==> src/rtl/egress_demux.sv <==
// egress_demux: pops descriptors and bytes from the backend shared FIFOs and
// copies each frame to every MAC tx FIFO named in the descriptor's destination
// mask. Destinations that stay blocked for BLOCK_TIMEOUT cycles are dropped
// from the frame and counted in drop_cnt.
//
//  state   | meaning
//  --------+-------------------------------------------------------------
//  S_IDLE  | waiting for a descriptor; pulses ptr_sfifo_rd on leaving
//  S_PTR   | descriptor read in flight
//  S_DEC   | descriptor on ptr_sfifo_dout; latch class/mask/len
//  S_WAIT  | waiting for all destinations to become ready, or timeout
//  S_DATA  | sfifo_rd high for len cycles; bytes written 2 cycles later
//  S_FLUSH | two cycles to let the last byte reach the tx data FIFOs
//  S_PWR   | tx descriptor written to the surviving destinations
module egress_demux #(
    parameter int BLOCK_TIMEOUT = 1023,
    parameter int LEN_W         = 11
) (
    input  logic             clk_sys,
    input  logic             rstn_sys,
    output logic             sfifo_rd,
    input  logic [7:0]       sfifo_dout,
    output logic             ptr_sfifo_rd,
    input  logic [LEN_W+8:0] ptr_sfifo_dout,
    input  logic             ptr_sfifo_empty,
    output logic [3:0]       tx_data_fifo_wr,
    output logic [7:0]       tx_data_fifo_din,
    input  logic [3:0]       tx_data_fifo_afull,
    output logic [3:0]       tx_ptr_fifo_wr,
    output logic [LEN_W+4:0] tx_ptr_fifo_din,
    input  logic [3:0]       tx_ptr_fifo_full,
    output logic [15:0]      drop_cnt
);

    localparam int TMR_W = (BLOCK_TIMEOUT > 1) ? $clog2(BLOCK_TIMEOUT) : 1;
    localparam logic [TMR_W-1:0] TMR_LOAD = TMR_W'(BLOCK_TIMEOUT - 1);

    typedef enum logic [6:0] {
        S_IDLE  = 7'b000_0001,
        S_PTR   = 7'b000_0010,
        S_DEC   = 7'b000_0100,
        S_WAIT  = 7'b000_1000,
        S_DATA  = 7'b001_0000,
        S_FLUSH = 7'b010_0000,
        S_PWR   = 7'b100_0000
    } state_t;

    state_t             state, state_nxt;
    logic [3:0]         mask_q, mask_nxt;
    logic [3:0]         cls_q, cls_nxt;
    logic [LEN_W-1:0]   len_q, len_nxt;
    logic [3:0]         act_mask_q, act_nxt;
    logic [TMR_W-1:0]   timer_q, timer_nxt;
    logic [LEN_W-1:0]   cnt_q, cnt_nxt;
    logic               flush_q, flush_nxt;
    logic [15:0]        drop_nxt;
    logic               ptr_rd_nxt;
    logic               sfifo_rd_nxt;
    logic [3:0]         ptr_wr_nxt;
    logic [LEN_W+4:0]   ptr_din_nxt;
    logic               rd_d1;

    logic [3:0]         d_cls;
    logic [3:0]         d_mask;
    logic [LEN_W-1:0]   d_len;
    logic               rsvd_unused;
    logic [3:0]         rdy;
    logic [3:0]         blocked;

    assign d_cls       = ptr_sfifo_dout[LEN_W+8:LEN_W+5];
    assign d_mask      = ptr_sfifo_dout[LEN_W+4:LEN_W+1];
    assign d_len       = ptr_sfifo_dout[LEN_W-1:0];
    assign rsvd_unused = ptr_sfifo_dout[LEN_W];
    assign rdy         = ~(tx_data_fifo_afull | tx_ptr_fifo_full);
    assign blocked     = mask_q & ~rdy;

    // State, frame context and registered control outputs.
    always_ff @(posedge clk_sys or negedge rstn_sys) begin
        if (!rstn_sys) begin
            state           <= S_IDLE;
            mask_q          <= 4'b0;
            cls_q           <= 4'b0;
            len_q           <= '0;
            act_mask_q      <= 4'b0;
            timer_q         <= '0;
            cnt_q           <= '0;
            flush_q         <= 1'b0;
            drop_cnt        <= 16'b0;
            ptr_sfifo_rd    <= 1'b0;
            sfifo_rd        <= 1'b0;
            tx_ptr_fifo_wr  <= 4'b0;
            tx_ptr_fifo_din <= '0;
        end else begin
            state           <= state_nxt;
            mask_q          <= mask_nxt;
            cls_q           <= cls_nxt;
            len_q           <= len_nxt;
            act_mask_q      <= act_nxt;
            timer_q         <= timer_nxt;
            cnt_q           <= cnt_nxt;
            flush_q         <= flush_nxt;
            drop_cnt        <= drop_nxt;
            ptr_sfifo_rd    <= ptr_rd_nxt;
            sfifo_rd        <= sfifo_rd_nxt;
            tx_ptr_fifo_wr  <= ptr_wr_nxt;
            tx_ptr_fifo_din <= ptr_din_nxt;
        end
    end

    // Next-state and next-output decode; the timer counts down from
    // BLOCK_TIMEOUT-1 and the drop decision is taken on its terminal count.
    always_comb begin
        state_nxt    = state;
        mask_nxt     = mask_q;
        cls_nxt      = cls_q;
        len_nxt      = len_q;
        act_nxt      = act_mask_q;
        timer_nxt    = timer_q;
        cnt_nxt      = cnt_q;
        flush_nxt    = flush_q;
        drop_nxt     = drop_cnt;
        ptr_rd_nxt   = 1'b0;
        sfifo_rd_nxt = 1'b0;
        ptr_wr_nxt   = 4'b0;
        ptr_din_nxt  = tx_ptr_fifo_din;
        case (state)
            S_IDLE: begin
                if (!ptr_sfifo_empty) begin
                    ptr_rd_nxt = 1'b1;
                    state_nxt  = S_PTR;
                end
            end
            S_PTR: begin
                state_nxt = S_DEC;
            end
            S_DEC: begin
                mask_nxt  = d_mask;
                cls_nxt   = d_cls;
                len_nxt   = d_len;
                timer_nxt = TMR_LOAD;
                if (d_len == '0) begin
                    state_nxt = S_IDLE;
                end else if (d_mask == 4'b0) begin
                    act_nxt      = 4'b0;
                    cnt_nxt      = d_len;
                    sfifo_rd_nxt = 1'b1;
                    state_nxt    = S_DATA;
                end else begin
                    state_nxt = S_WAIT;
                end
            end
            S_WAIT: begin
                if (blocked == 4'b0) begin
                    act_nxt      = mask_q;
                    cnt_nxt      = len_q;
                    sfifo_rd_nxt = 1'b1;
                    state_nxt    = S_DATA;
                end else if (timer_q == '0) begin
                    act_nxt      = mask_q & rdy;
                    cnt_nxt      = len_q;
                    sfifo_rd_nxt = 1'b1;
                    state_nxt    = S_DATA;
                    if (drop_cnt != 16'hFFFF) begin
                        drop_nxt = drop_cnt + 16'd1;
                    end
                end else begin
                    timer_nxt = timer_q - 1'b1;
                end
            end
            S_DATA: begin
                if (cnt_q == LEN_W'(1)) begin
                    flush_nxt = 1'b1;
                    state_nxt = S_FLUSH;
                end else begin
                    cnt_nxt      = cnt_q - 1'b1;
                    sfifo_rd_nxt = 1'b1;
                end
            end
            S_FLUSH: begin
                if (flush_q) begin
                    flush_nxt = 1'b0;
                end else begin
                    ptr_wr_nxt  = act_mask_q;
                    ptr_din_nxt = {cls_q, 1'b0, len_q};
                    state_nxt   = S_PWR;
                end
            end
            S_PWR: begin
                state_nxt = S_IDLE;
            end
            default: begin
                state_nxt = S_IDLE;
            end
        endcase
    end

    // Byte pipeline: read strobe, then byte on sfifo_dout, then write to the
    // active destinations; act_mask is stable for the whole data phase.
    always_ff @(posedge clk_sys or negedge rstn_sys) begin
        if (!rstn_sys) begin
            rd_d1            <= 1'b0;
            tx_data_fifo_wr  <= 4'b0;
            tx_data_fifo_din <= 8'b0;
        end else begin
            rd_d1           <= sfifo_rd;
            tx_data_fifo_wr <= rd_d1 ? act_mask_q : 4'b0;
            if (rd_d1) begin
                tx_data_fifo_din <= sfifo_dout;
            end
        end
    end

endmodule

==> config.mk <==
export PLATFORM = sky130hd
export DESIGN_NAME = egress_demux
export DESIGN_NICKNAME = d
export VERILOG_FILES = /design/src/rtl/egress_demux.sv
export SDC_FILE = /design/constraint.sdc
export NUM_CORES = 1
export LEC_CHECK = 0
export ABC_AREA = 1
export CAP_MARGIN = 20
export CORE_UTILIZATION = 23
export DETAILED_ROUTE_END_ITERATION = 8
export PLACE_DENSITY = 0.38
export REMOVE_ABC_BUFFERS = 1
export SLEW_MARGIN = 20
export SYNTH_ARGS = -nofsm -noshare
export SYNTH_HDL_FRONTEND = slang
export SYNTH_SLANG_ARGS = --single-unit
==> constraint.sdc <==
create_clock -name clk_sys -period 2 [get_ports clk_sys]
set_clock_uncertainty 0.15 [all_clocks]
set_input_delay 0.4 -clock clk_sys [delete_from_list [all_inputs] [get_ports clk_sys]]
set_output_delay 0.4 -clock clk_sys [all_outputs]
set_load 0.02 [all_outputs]
==> results of run 1 <==
==> metal layers <==
layer	up-vias	wire length, microns	GRT usage
met5	-	0	0
met4	0	124	0.0308
met3	8	578	0.0262
met2	77	6410	0.204
met1	2041	6950	0.165
li1	2291	-	-
==> placed cells by master, fill, tap and decap left out, types with 2 or more instances in the layout <==
cell	synthesis	final
a21oi_1	2	2
buf_12	1	3
buf_4	4	31
clkbuf_16	0	9
clkdlybuf4s50_1	0	72
clkinv_2	0	2
clkinvlp_4	0	2
dfrtp_1	101	101
dlygate4sd2_1	0	7
dlymetal6s2s_1	0	6
ha_1	5	5
inv_1	73	73
inv_2	14	14
mux2_2	8	8
mux2_4	4	4
nand2_1	194	194
nand2_2	20	19
nand2_4	6	7
nand3_1	52	52
nand3_2	2	2
nand4_1	5	5
nor2_1	50	50
nor2_2	7	7
nor2_4	3	3
nor3_1	8	8
nor3b_1	2	2
nor4_1	3	3
o21ai_0	41	41
o21ai_1	11	11
xnor2_1	4	4
xor2_1	16	16
==> state kept, by name, indices dropped and copies added, names as in the netlist <==
signal	flops
timer_q	10
flush_q	1
tx_data_fifo_wr	4
mask_q	4
tx_data_fifo_din	8
act_mask_q	4
ptr_sfifo_rd	1
rd_d1	1
tx_ptr_fifo_wr	4
state	7
len_q	11
cnt_q	11
cls_q	4
sfifo_rd	1
tx_ptr_fifo_din	15
drop_cnt	16
==> cell usage after synthesis, types with 2 or more instances <==
master | n | share of area
nand2_1 | 194 | 0.13
dfrtp_1 | 101 | 0.47
inv_1 | 73 | 0.051
nand3_1 | 52 | 0.048
nor2_1 | 50 | 0.035
o21ai_0 | 41 | 0.038
nand2_2 | 20 | 0.023
xor2_1 | 16 | 0.026
inv_2 | 14 | 0.0097
o21ai_1 | 11 | 0.010
mux2_2 | 8 | 0.017
nor3_1 | 8 | 0.0074
nor2_2 | 7 | 0.0081
nand2_4 | 6 | 0.013
buf_6 | 5 | 0.010
clkbuf_1 | 5 | 0.0035
ha_1 | 5 | 0.012
nand4_1 | 5 | 0.0058
buf_4 | 4 | 0.0056
mux2_4 | 4 | 0.011
xnor2_1 | 4 | 0.0065
nor2_4 | 3 | 0.0063
nor4_1 | 3 | 0.0035
a21oi_1 | 2 | 0.0019
nand3_2 | 2 | 0.0037
nor3b_1 | 2 | 0.0028
==> worst reg2reg max path: cells and delay by family (launching register included) <==
family,cells,cell delay [ns]
AND/OR/NAND/NOR,8,0.77
flip-flops,1,0.39
buffers and inverters,3,0.39
==> kinds of logic (layout without fill, tap and decap cells) <==
logic type	count (synthesis)	count (layout)	share of synthesized area
xor+xnor	20	20	0.0325
other cells	1	1	0.000695
flops	102	102	0.473
fa+ha+maj	5	5	0.0116
compound gates	56	56	0.0533
simple gates	361	361	0.313
mux	12	12	0.0278
buf+inv	106	225	0.0881
==> final cells by class <==
type	count	area [sq um]
fillers	2501	15700
flip-flops and latches	102	2550
multi-input cells	455	2370
inverters	89	342
repair buffers	120	1160
well taps	313	392
clock inverters	7	61.3
clock buffers	9	225
==> repair_timing <==
item	4_1_cts	5_1_grt
endpoints found under the setup margin	7	7
gates resized for setup	7	7
hold buffers	1	0
endpoints found under the hold margin	17	0
==> final timing paths <==
check	end
min	rd_d1$_DFF_PN0_
max in group asynchronous	tx_ptr_fifo_wr[0]$_DFF_PN0_
max reg2reg	cnt_q[5]$_DFFE_PN0P_
min reg2reg	rd_d1$_DFF_PN0_
min in group asynchronous	drop_cnt[2]$_DFFE_PN0P_
max	drop_cnt[1]
==> power groups by stage <==
stage | Sequential, mW | Combinational [mW] | Clock (mW)
3_3_place_gp | 3.08 | 2.17 | 0
6_report | 3.05 | 2.17 | 1.72
4_1_cts | 3.06 | 2.21 | 1.83
3_5_place_dp | 3.10 | 2.21 | 0
5_1_grt | 3.14 | 2.51 | 1.90
2_1_floorplan | 3.11 | 1.40 | 0
==> reports/results.txt, run 1 <==
status: finished, final reports clean
DRT Pass-1 Iters: 4
Non-Filler Instances: 1095
vias: 4417
CP startpoint: drop_cnt[1]$_DFFE_PN0P_
Worst Path Required: 1.45 ns
pwr/cell area: 977 mW/mm^2
DRC: 0
Total Routed Length: 14100 microns
DP Cell Count: 1078
hold_sp: sfifo_rd$_DFF_PN0_
die area: 0.0241 sq mm
worst reg-to-reg setup slack: 0.18 ns
Max Cap Violations: 0
Core Util, Final: 0.311
Crit Path Class: flip-flop to output pin
leakage dissipation: 3.56 nW
Sw Pwr: 2.54 mW
TNS Setup: 0 ns
Seq pwr share: 0.439
Mapped Area: 0.00540 sq mm
Levels on crit path: 1
Clk pwr share: 0.248
Initial Utilization: 0.236
1st-iter DRT viols: 215
critical path peak fanout: 4
CTS sink count: 102
root buf cell: clkbuf_16
Final Hold Vio Count: 0
Max stage delay on crit path: 0.63 ns
Pins Over Slew Limit: 0
Synth Area per Inst: 8.14 sq um
Clock H-tree levels: 3
setup repair bufs after CTS: 0
fin nets: 821
Clock Path Buffers: 2
worst hold path type: flip-flop to flip-flop
CTS tree: built
Hold Crit Depth: 0
period utilisation layout: 0.969
crit path launch type: flip-flop
core footprint: 0.0228 sq mm
Final HPWL DP: 10600 microns
number of synthesized flops with an enable pin: 0
vias in the first global route: 4462
Chip Height: 155 microns
hold_ws: 0.264 ns
Placed Instance Area: 0.00680 sq mm
overall power: 6.94 mW
pre-CTS WS: -0.205 ns
Final WS setup: 0.0624 ns
Die X: 155 microns
Crit-path slowest cell: clkdlybuf4s50_1
Max VDD drop: 0.442 mV
CP endpoint kind: output pin
ANT nets after route: 0
design area: 0.00711 sq mm
Clk Latency, worst-skew pair: 0.35 ns
switching share of power: 0.366
Critical Path AT: 1.39 ns
Main synth FF type: dfrtp_1
grt total ovfl: 0
routed length per instance: 12.8 microns
fraction of registers with async set/reset: 1.00
RSZ-0062 raised after global routing: false
R2R depth: 11
delay-heaviest family, CP: buffers and inverters
Seq cells post-synth: 102
proportion of layout cells with a drive suffix above 1: 0.161
# IOs: 89
Synth cell types: 44
Reg clk slew, reported paths: 0.08 ns
synthesis warning total: 0
crit-path cells: clkdlybuf4s50_1
CP Buf/Inv Count: 1
Cell Int Power: 4.40 mW
count of standard-cell rows: 55
TritonCTS Buffers: 9
area delta synth->final: 31.7%
number of port buffers: 86
number of diodes: 0
gpl congestion: 0.799
first-pass GRT wire length: 23500 microns
Gate power share: 0.313
reg2reg start: state[5]$_DFFE_PN0P_
aggregate global-route resource usage: 0.124
largest net degree at the start of global routing: 50
Max Fclk: 516 MHz
initial antenna violation count: 0
final worst path period need: 1.94 ns
vias per cell: 4.03
sequential fraction of the synthesis area: 0.473
cell count after synthesis: 663
Final Setup Violations: 0
Power figures use the tool's default switching activity.
==> run 2: changes to the inputs <==
Settings changed: CAP_MARGIN 20 to unset, CTS_CLUSTER_SIZE set to 12.
==> results of run 2 <==
The final DEF is identical to that of run 1; final timing and power are the same.
